### config.mk
export PLATFORM = sky130hd
export DESIGN_NAME = img_rom_stream_ctrl
export DESIGN_NICKNAME = d
export VERILOG_FILES = /design/src/rtl/img_stream_pkg.sv /design/src/rtl/img_skid_buf.sv /design/src/rtl/img_rom_stream_ctrl.sv
export SDC_FILE = /design/constraint.sdc
export NUM_CORES = 1
export LEC_CHECK = 0
export ABC_CLOCK_PERIOD_IN_PS = 6340
export CAP_MARGIN = 20
export CORE_UTILIZATION = 45
export CTS_CLUSTER_SIZE = 10
export DETAILED_ROUTE_END_ITERATION = 10
export PLACE_DENSITY = 0.78
export SLEW_MARGIN = 20
export SYNTH_ARGS = -nofsm -noshare
export SYNTH_HDL_FRONTEND = slang
export SYNTH_SLANG_ARGS = --single-unit
### constraint.sdc
create_clock -name clk -period 6.34 [get_ports clk]
set_clock_uncertainty 0.2 [all_clocks]
set_input_delay 0.634 -clock clk [delete_from_list [all_inputs] [get_ports clk]]
set_output_delay 0.634 -clock clk [all_outputs]
set_load 0.02 [all_outputs]
### src/rtl/img_stream_pkg.sv
// Shared types and defaults for the image ROM streaming controller.
//   - state_t    : controller FSM states (IDLE, RUN, DRAIN)
//   - sideband_t : per-pixel stream markers that travel with the data
//   - cnt_w()    : counter width for a 0..n-1 range, never below 1 bit
package img_stream_pkg;

   localparam int DATA_W_DEF = 24;
   localparam int IMG_W_DEF  = 512;
   localparam int IMG_H_DEF  = 512;
   localparam int ADDR_W_DEF = 18;

   typedef enum logic [1:0] {
      IDLE  = 2'd0,
      RUN   = 2'd1,
      DRAIN = 2'd2
   } state_t;

   typedef struct packed {
      logic tuser;
      logic tlast;
   } sideband_t;

   function automatic int cnt_w(input int n);
      return (n > 1) ? $clog2(n) : 1;
   endfunction

endpackage

### src/rtl/img_skid_buf.sv
// Two-entry valid/ready buffer carrying {data, tuser, tlast}.
// Ports:
//   clk, rst_n                 clock, async active-low reset
//   in_valid/in_data/in_user/in_last   write side (no ready: the writer
//                              only pushes when it holds a credit)
//   out_valid/out_ready/out_data/out_user/out_last   stream read side
//   count                      current occupancy (0..2) for credit logic
// The read side is taken straight from the storage registers, so output
// valid and payload never depend combinationally on out_ready.
module img_skid_buf
   import img_stream_pkg::*;
#(
   parameter int DATA_W = DATA_W_DEF
) (
   input  logic              clk,
   input  logic              rst_n,
   input  logic              in_valid,
   input  logic [DATA_W-1:0] in_data,
   input  logic              in_user,
   input  logic              in_last,
   output logic              out_valid,
   input  logic              out_ready,
   output logic [DATA_W-1:0] out_data,
   output logic              out_user,
   output logic              out_last,
   output logic [1:0]        count
);

   logic [DATA_W-1:0] data_q [2];
   sideband_t         sb_q   [2];
   logic              rd_ptr_q;
   logic              wr_ptr_q;
   logic [1:0]        count_q;
   logic              push;
   logic              pop;

   assign out_valid = (count_q != 2'd0);
   assign push      = in_valid && (count_q != 2'd2);
   assign pop       = out_valid && out_ready;

   assign out_data  = data_q[rd_ptr_q];
   assign out_user  = sb_q[rd_ptr_q].tuser;
   assign out_last  = sb_q[rd_ptr_q].tlast;
   assign count     = count_q;

   always_ff @(posedge clk or negedge rst_n) begin
      if (!rst_n) begin
         for (int i = 0; i < 2; i++) begin
            data_q[i] <= '0;
            sb_q[i]   <= '0;
         end
         rd_ptr_q <= 1'b0;
         wr_ptr_q <= 1'b0;
         count_q  <= 2'd0;
      end else begin
         if (push) begin
            data_q[wr_ptr_q] <= in_data;
            sb_q[wr_ptr_q]   <= '{tuser: in_user, tlast: in_last};
            wr_ptr_q         <= ~wr_ptr_q;
         end
         if (pop) begin
            rd_ptr_q <= ~rd_ptr_q;
         end
         case ({push, pop})
            2'b10:   count_q <= count_q + 2'd1;
            2'b01:   count_q <= count_q - 2'd1;
            default: count_q <= count_q;
         endcase
      end
   end

endmodule

### src/rtl/img_rom_stream_ctrl.sv
// Reads an image ROM (1-cycle read latency) in raster order and streams
// the pixels out as a stream master with full backpressure.
// Ports:
//   clk, rst_n            clock, async active-low reset
//   start, cfg_continuous start pulse (ignored while busy); continuous
//                         mode is latched on the accepted start
//   stop                  ends the run at the next frame boundary
//   busy, done            busy in RUN/DRAIN; done pulses once when the
//                         last beat of the last frame has been accepted
//   frame_cnt             frames fully delivered since reset (wraps)
//   rom_en, rom_addr, rom_dout   ROM read port
//   m_tdata/m_tvalid/m_tready/m_tuser/m_tlast   pixel stream
// Build option IMG_TPG_EN adds cfg_tpg (latched on start): the ROM is
// left idle and the pixel becomes {x[7:0], y[7:0], frame_cnt[7:0]}.
//
// Stream handshake: a beat transfers on a cycle where m_tvalid and
// m_tready are both high. Once m_tvalid rises, m_tvalid, m_tdata, m_tuser
// and m_tlast stay unchanged until that transfer; m_tvalid is a register
// output and never looks at m_tready in the same cycle.
module img_rom_stream_ctrl
   import img_stream_pkg::*;
#(
   parameter int DATA_W = DATA_W_DEF,
   parameter int IMG_W  = IMG_W_DEF,
   parameter int IMG_H  = IMG_H_DEF,
   parameter int ADDR_W = ADDR_W_DEF
) (
   input  logic              clk,
   input  logic              rst_n,
   input  logic              start,
`ifdef IMG_TPG_EN
   input  logic              cfg_tpg,
`endif
   input  logic              cfg_continuous,
   input  logic              stop,
   output logic              busy,
   output logic              done,
   output logic [15:0]       frame_cnt,
   output logic              rom_en,
   output logic [ADDR_W-1:0] rom_addr,
   input  logic [DATA_W-1:0] rom_dout,
   output logic [DATA_W-1:0] m_tdata,
   output logic              m_tvalid,
   input  logic              m_tready,
   output logic              m_tuser,
   output logic              m_tlast
);

   localparam int X_W = cnt_w(IMG_W);
   localparam int Y_W = cnt_w(IMG_H);
   localparam logic [X_W-1:0] X_LAST = X_W'(IMG_W - 1);
   localparam logic [Y_W-1:0] Y_LAST = Y_W'(IMG_H - 1);

   state_t            state_q, state_d;
   logic [X_W-1:0]    x_q;
   logic [Y_W-1:0]    y_q;
   logic [Y_W-1:0]    out_y_q;     // line index of the beat at the output
   logic [ADDR_W-1:0] addr_q;
   logic              cont_q;
   logic              stop_q;
   logic              infl_q;      // a read issued last cycle lands now
   sideband_t         infl_sb_q;
   logic [15:0]       frame_cnt_q;

   logic              issue;
   logic              pop;
   logic [1:0]        buf_count;
   logic [2:0]        pending;
   logic              last_x, last_y, last_pix;
   logic              frame_continue;
   sideband_t         issue_sb;
   logic [DATA_W-1:0] push_data;

   assign last_x   = (x_q == X_LAST);
   assign last_y   = (y_q == Y_LAST);
   assign last_pix = last_x && last_y;
   assign issue_sb = '{tuser: (x_q == '0) && (y_q == '0), tlast: last_x};

   // A stop arriving in the same cycle as the final issue still counts.
   assign frame_continue = cont_q && !stop_q && !stop;

   // Entries left after this cycle's pop plus the read still in flight
   // must leave room for one more, so the buffer can never overflow.
   assign pop     = m_tvalid && m_tready;
   assign pending = 3'(buf_count) + 3'(infl_q) - 3'(pop);
   assign issue   = (state_q == RUN) && (pending < 3'd2);

   assign busy      = (state_q != IDLE);
   assign rom_addr  = addr_q;
   assign frame_cnt = frame_cnt_q;

`ifdef IMG_TPG_EN
   logic              tpg_q;
   logic [DATA_W-1:0] tpg_data_q;
   logic [23:0]       tpg_raw;

   assign tpg_raw   = {8'(x_q), 8'(y_q), frame_cnt_q[7:0]};
   assign rom_en    = issue && !tpg_q;
   assign push_data = tpg_q ? tpg_data_q : rom_dout;

   // Pattern word is registered at issue so it lines up with where ROM
   // data would have arrived.
   always_ff @(posedge clk or negedge rst_n) begin
      if (!rst_n) begin
         tpg_q      <= 1'b0;
         tpg_data_q <= '0;
      end else begin
         if (state_q == IDLE && start) begin
            tpg_q <= cfg_tpg;
         end
         if (issue) begin
            tpg_data_q <= DATA_W'(tpg_raw);
         end
      end
   end
`else
   assign rom_en    = issue;
   assign push_data = rom_dout;
`endif

   always_comb begin
      state_d = state_q;
      done    = 1'b0;
      case (state_q)
         IDLE: begin
            if (start) state_d = RUN;
         end
         RUN: begin
            if (issue && last_pix && !frame_continue) state_d = DRAIN;
         end
         DRAIN: begin
            if (buf_count == 2'd0 && !infl_q) begin
               state_d = IDLE;
               done    = 1'b1;
            end
         end
         default: state_d = IDLE;
      endcase
   end

   always_ff @(posedge clk or negedge rst_n) begin
      if (!rst_n) begin
         state_q     <= IDLE;
         x_q         <= '0;
         y_q         <= '0;
         out_y_q     <= '0;
         addr_q      <= '0;
         cont_q      <= 1'b0;
         stop_q      <= 1'b0;
         infl_q      <= 1'b0;
         infl_sb_q   <= '0;
         frame_cnt_q <= '0;
      end else begin
         state_q   <= state_d;
         infl_q    <= issue;
         infl_sb_q <= issue_sb;

         if (state_q == IDLE && start) begin
            cont_q <= cfg_continuous;
            stop_q <= 1'b0;
            x_q    <= '0;
            y_q    <= '0;
            addr_q <= '0;
         end else if (state_q == RUN) begin
            if (stop) stop_q <= 1'b1;
            if (issue) begin
               // Always wrap after the last pixel so a continuous run
               // starts the next frame with no bubble.
               addr_q <= last_pix ? '0 : addr_q + ADDR_W'(1);
               if (last_x) begin
                  x_q <= '0;
                  y_q <= last_y ? '0 : y_q + Y_W'(1);
               end else begin
                  x_q <= x_q + X_W'(1);
               end
            end
         end

         // Frame completion is tracked on the output side by counting
         // accepted end-of-line beats.
         if (pop && m_tlast) begin
            if (out_y_q == Y_LAST) begin
               out_y_q     <= '0;
               frame_cnt_q <= frame_cnt_q + 16'd1;
            end else begin
               out_y_q <= out_y_q + Y_W'(1);
            end
         end
      end
   end

   img_skid_buf #(
      .DATA_W (DATA_W)
   ) u_skid (
      .clk       (clk),
      .rst_n     (rst_n),
      .in_valid  (infl_q),
      .in_data   (push_data),
      .in_user   (infl_sb_q.tuser),
      .in_last   (infl_sb_q.tlast),
      .out_valid (m_tvalid),
      .out_ready (m_tready),
      .out_data  (m_tdata),
      .out_user  (m_tuser),
      .out_last  (m_tlast),
      .count     (buf_count)
   );

endmodule

==> out/qor.txt <==
post-detailed-route count of antenna-violating nets: 0
EDFF count, synth: 0
H-tree depth: 4
most frequent cells in the layout: dfrtp_1, clkdlybuf4s50_1, mux2_2
Place WS: 2.26 ns
share of cells above drive strength 1: 19.2%
status: complete, no violations
wire per inst: 16.2 µm
Setup Fix Bufs, Post-CTS: 0
CP endpoint kind: output pin
asr flop ratio synth: 100%
Finish-stage setup viols: 0
syn nets: 584
Post-Route WL: 13300 µm
Routability Congestion: 0.772
Main synth FF type: dfrtp_1
Worst Path Required: 5.51 ns
slew margin rel.: 45.5%
TritonCTS clock tree: built
commonest non-fill, non-tap cell in the layout: dfrtp_1
Final nets: 672
Power, Total: 0.00345 W
HPWL after DPL: 8860 µm
fin crit period: 4.11 ns
Synth area leader: dfrtp_1
max-cap check violation count: 0
pin count of the biggest net entering global routing: 67
Reg clk slew, reported paths: 0.05 ns
Sink Count: 124
Data arrival, critical path: 3.27 ns
Critical Path Slowest Stage Cell: clkdlybuf4s50_1
Die ar.: 14100 µm²
leakage: 3.33 nW
Rows: 42
Iter 0 DRT Violations: 358
Cells after Synth: 542
CTS max path bufs: 2
Residual DRC: 0
CP max stage delay: 0.62 ns
first-pass GRT wire length: 22600 µm
Setup crit start: m_tready
io pins: 94
fin. max-slew vios: 0
P&R area growth vs syn: 26.4%
Worst Tran Pin Value: 0.814 ns
die height: 119 µm
fin crit share: 64.8%
crit-path cells: clkdlybuf4s50_1 > inv_1 > nor2_1 > o21ai_0 > fa_1 > and3b_1 > nand2_2 > inv_1 > clkdlybuf4s50_1
vias in the first global route: 4618
design area: 7750 µm²
Synth Warn #: 0
CP bufs+invs: 4
setup ws final: 2.23 ns
number of antenna diodes: 0
synthesized cell area: 6130 µm²
Starting Density: 46.3%
Max Clock Freq: 0.244 GHz
count of final hold-check violations: 0
grt ovf: 0
Via-to-Cell Ratio: 5.58
CP Class: primary input to output pin
initial antenna violation count: 0
post-cts resize count: 0
crit start category: primary input
Area contributors post-synth: dfrtp_1, mux2_2, ha_1
port bufs: 93
Worst-Skew Late Latency: 0.41 ns
Die W: 119 µm
vias: 4568
TritonCTS buffer count: 17
Root Driver: clkbuf_16
critical path's top delay family: buffers and inverters
worst min path class: primary input to async pin
Synth cell types: 55
Avg Inst Size Synth: 11.3 µm²
power per cell area: 446 nW/µm²
post-synth top area share: 50.6%
CTS hold repair buffers: 0
Placed Area: 7150 µm²
CORE AREA: 13200 µm²
drt first pass iters: 4
RSZ-0062 raised after global routing: no
Seq cells post-synth: 124
reg2reg start: x_q[1]
setup TNS: 0 ns
Fillers: 1085
sequential element share of the synthesized area: 50.6%
peak supply drop: 0.233 mV
GRT Overall Usage: 20.1%
maximum fanout along the worst path: 10
per-layer routing:
layer	vias to the layer above	wire, µm	global-route usage [%]
met2	132	6380	31.3
met5	-	0	0
li1	2151	-	-
met1	2281	6240	27.9
met3	4	651	5.16
met4	0	29	5.46
power breakdown:
group	switching, W	internal (W)	leakage, nW
clock	0.000327	0.000644	0.297
sequential	0.000179	0.00101	1.58
combinational	0.000626	0.000669	1.46
registers in the layout, indices dropped and copies added, names as in the netlist, 2 cells and up:
| signal | flops |
|---|---|
| out_y_q | 9 |
| x_q | 9 |
| u_skid.count | 2 |
| u_skid.data_q | 48 |
| rom_addr | 18 |
| u_skid.sb_q | 4 |
| frame_cnt | 16 |
| y_q | 9 |
| infl_sb_q | 2 |
| state_q | 2 |
stage by stage:
stage / hold WS, ns / utilization (%) / cells
global placement: 0.258 / 54.0 / 787
finish: 0.0977 / 58.5 / 818
detailed placement: 0.268 / 54.0 / 787
global route: 0.154 / 58.5 / 818
floorplan: 0.138 / - / 542
CTS: 0.111 / 58.5 / 818
Yosys cell counts, drive strengths merged (11+ instances only):
| cell | number |
|---|---|
| o21ai | 26 |
| and3 | 15 |
| dfrtp | 124 |
| nand3 | 20 |
| ha | 11 |
| mux2 | 80 |
| clkbuf | 11 |
| buf | 16 |
| a21oi | 18 |
| xor2 | 12 |
| nand2 | 36 |
| nor2 | 26 |
| inv | 13 |
| a31oi | 18 |
layout make-up:
| type | count | area [µm²] | share of cell area [%] |
|---|---|---|---|
| inverters | 13 | 48.8 | 0.630 |
| clock buffers | 23 | 478 | 6.17 |
| well taps | 176 | 220 | 2.84 |
| clock inverters | 8 | 115 | 1.49 |
| repair buffers | 96 | 951 | 12.3 |
| multi-input cells | 378 | 2830 | 36.5 |
| flip-flops and latches | 124 | 3100 | 40.1 |
path summary, 6_finish.rpt:
check                              endpoint  slack (ns)  cells after the start
min reg2reg                   frame_cnt[15]        0.27                      1
max reg2reg                     rom_addr[7]        2.89                      9
max in group asynchronous   u_skid.rd_ptr_q        4.52                      2
min in group clk              frame_cnt[15]        0.27                      1
min                        u_skid.data_q[6]         0.1                      1
max                                  rom_en        2.23                      9
logic make-up (layout without fill, tap and decap cells):
family	after synthesis	after routing	share of synthesized area, %
AND/OR/NAND/NOR	162	162	14.5
flip-flops	124	124	50.6
AO/OA/AOI/OAI	100	100	10.7
multiplexers	82	82	15.0
buffers and inverters	40	140	3.19
XOR/XNOR	22	22	3.45
adder cells (fa/ha/maj)	12	12	2.57
(Power assumes the default switching activity.)
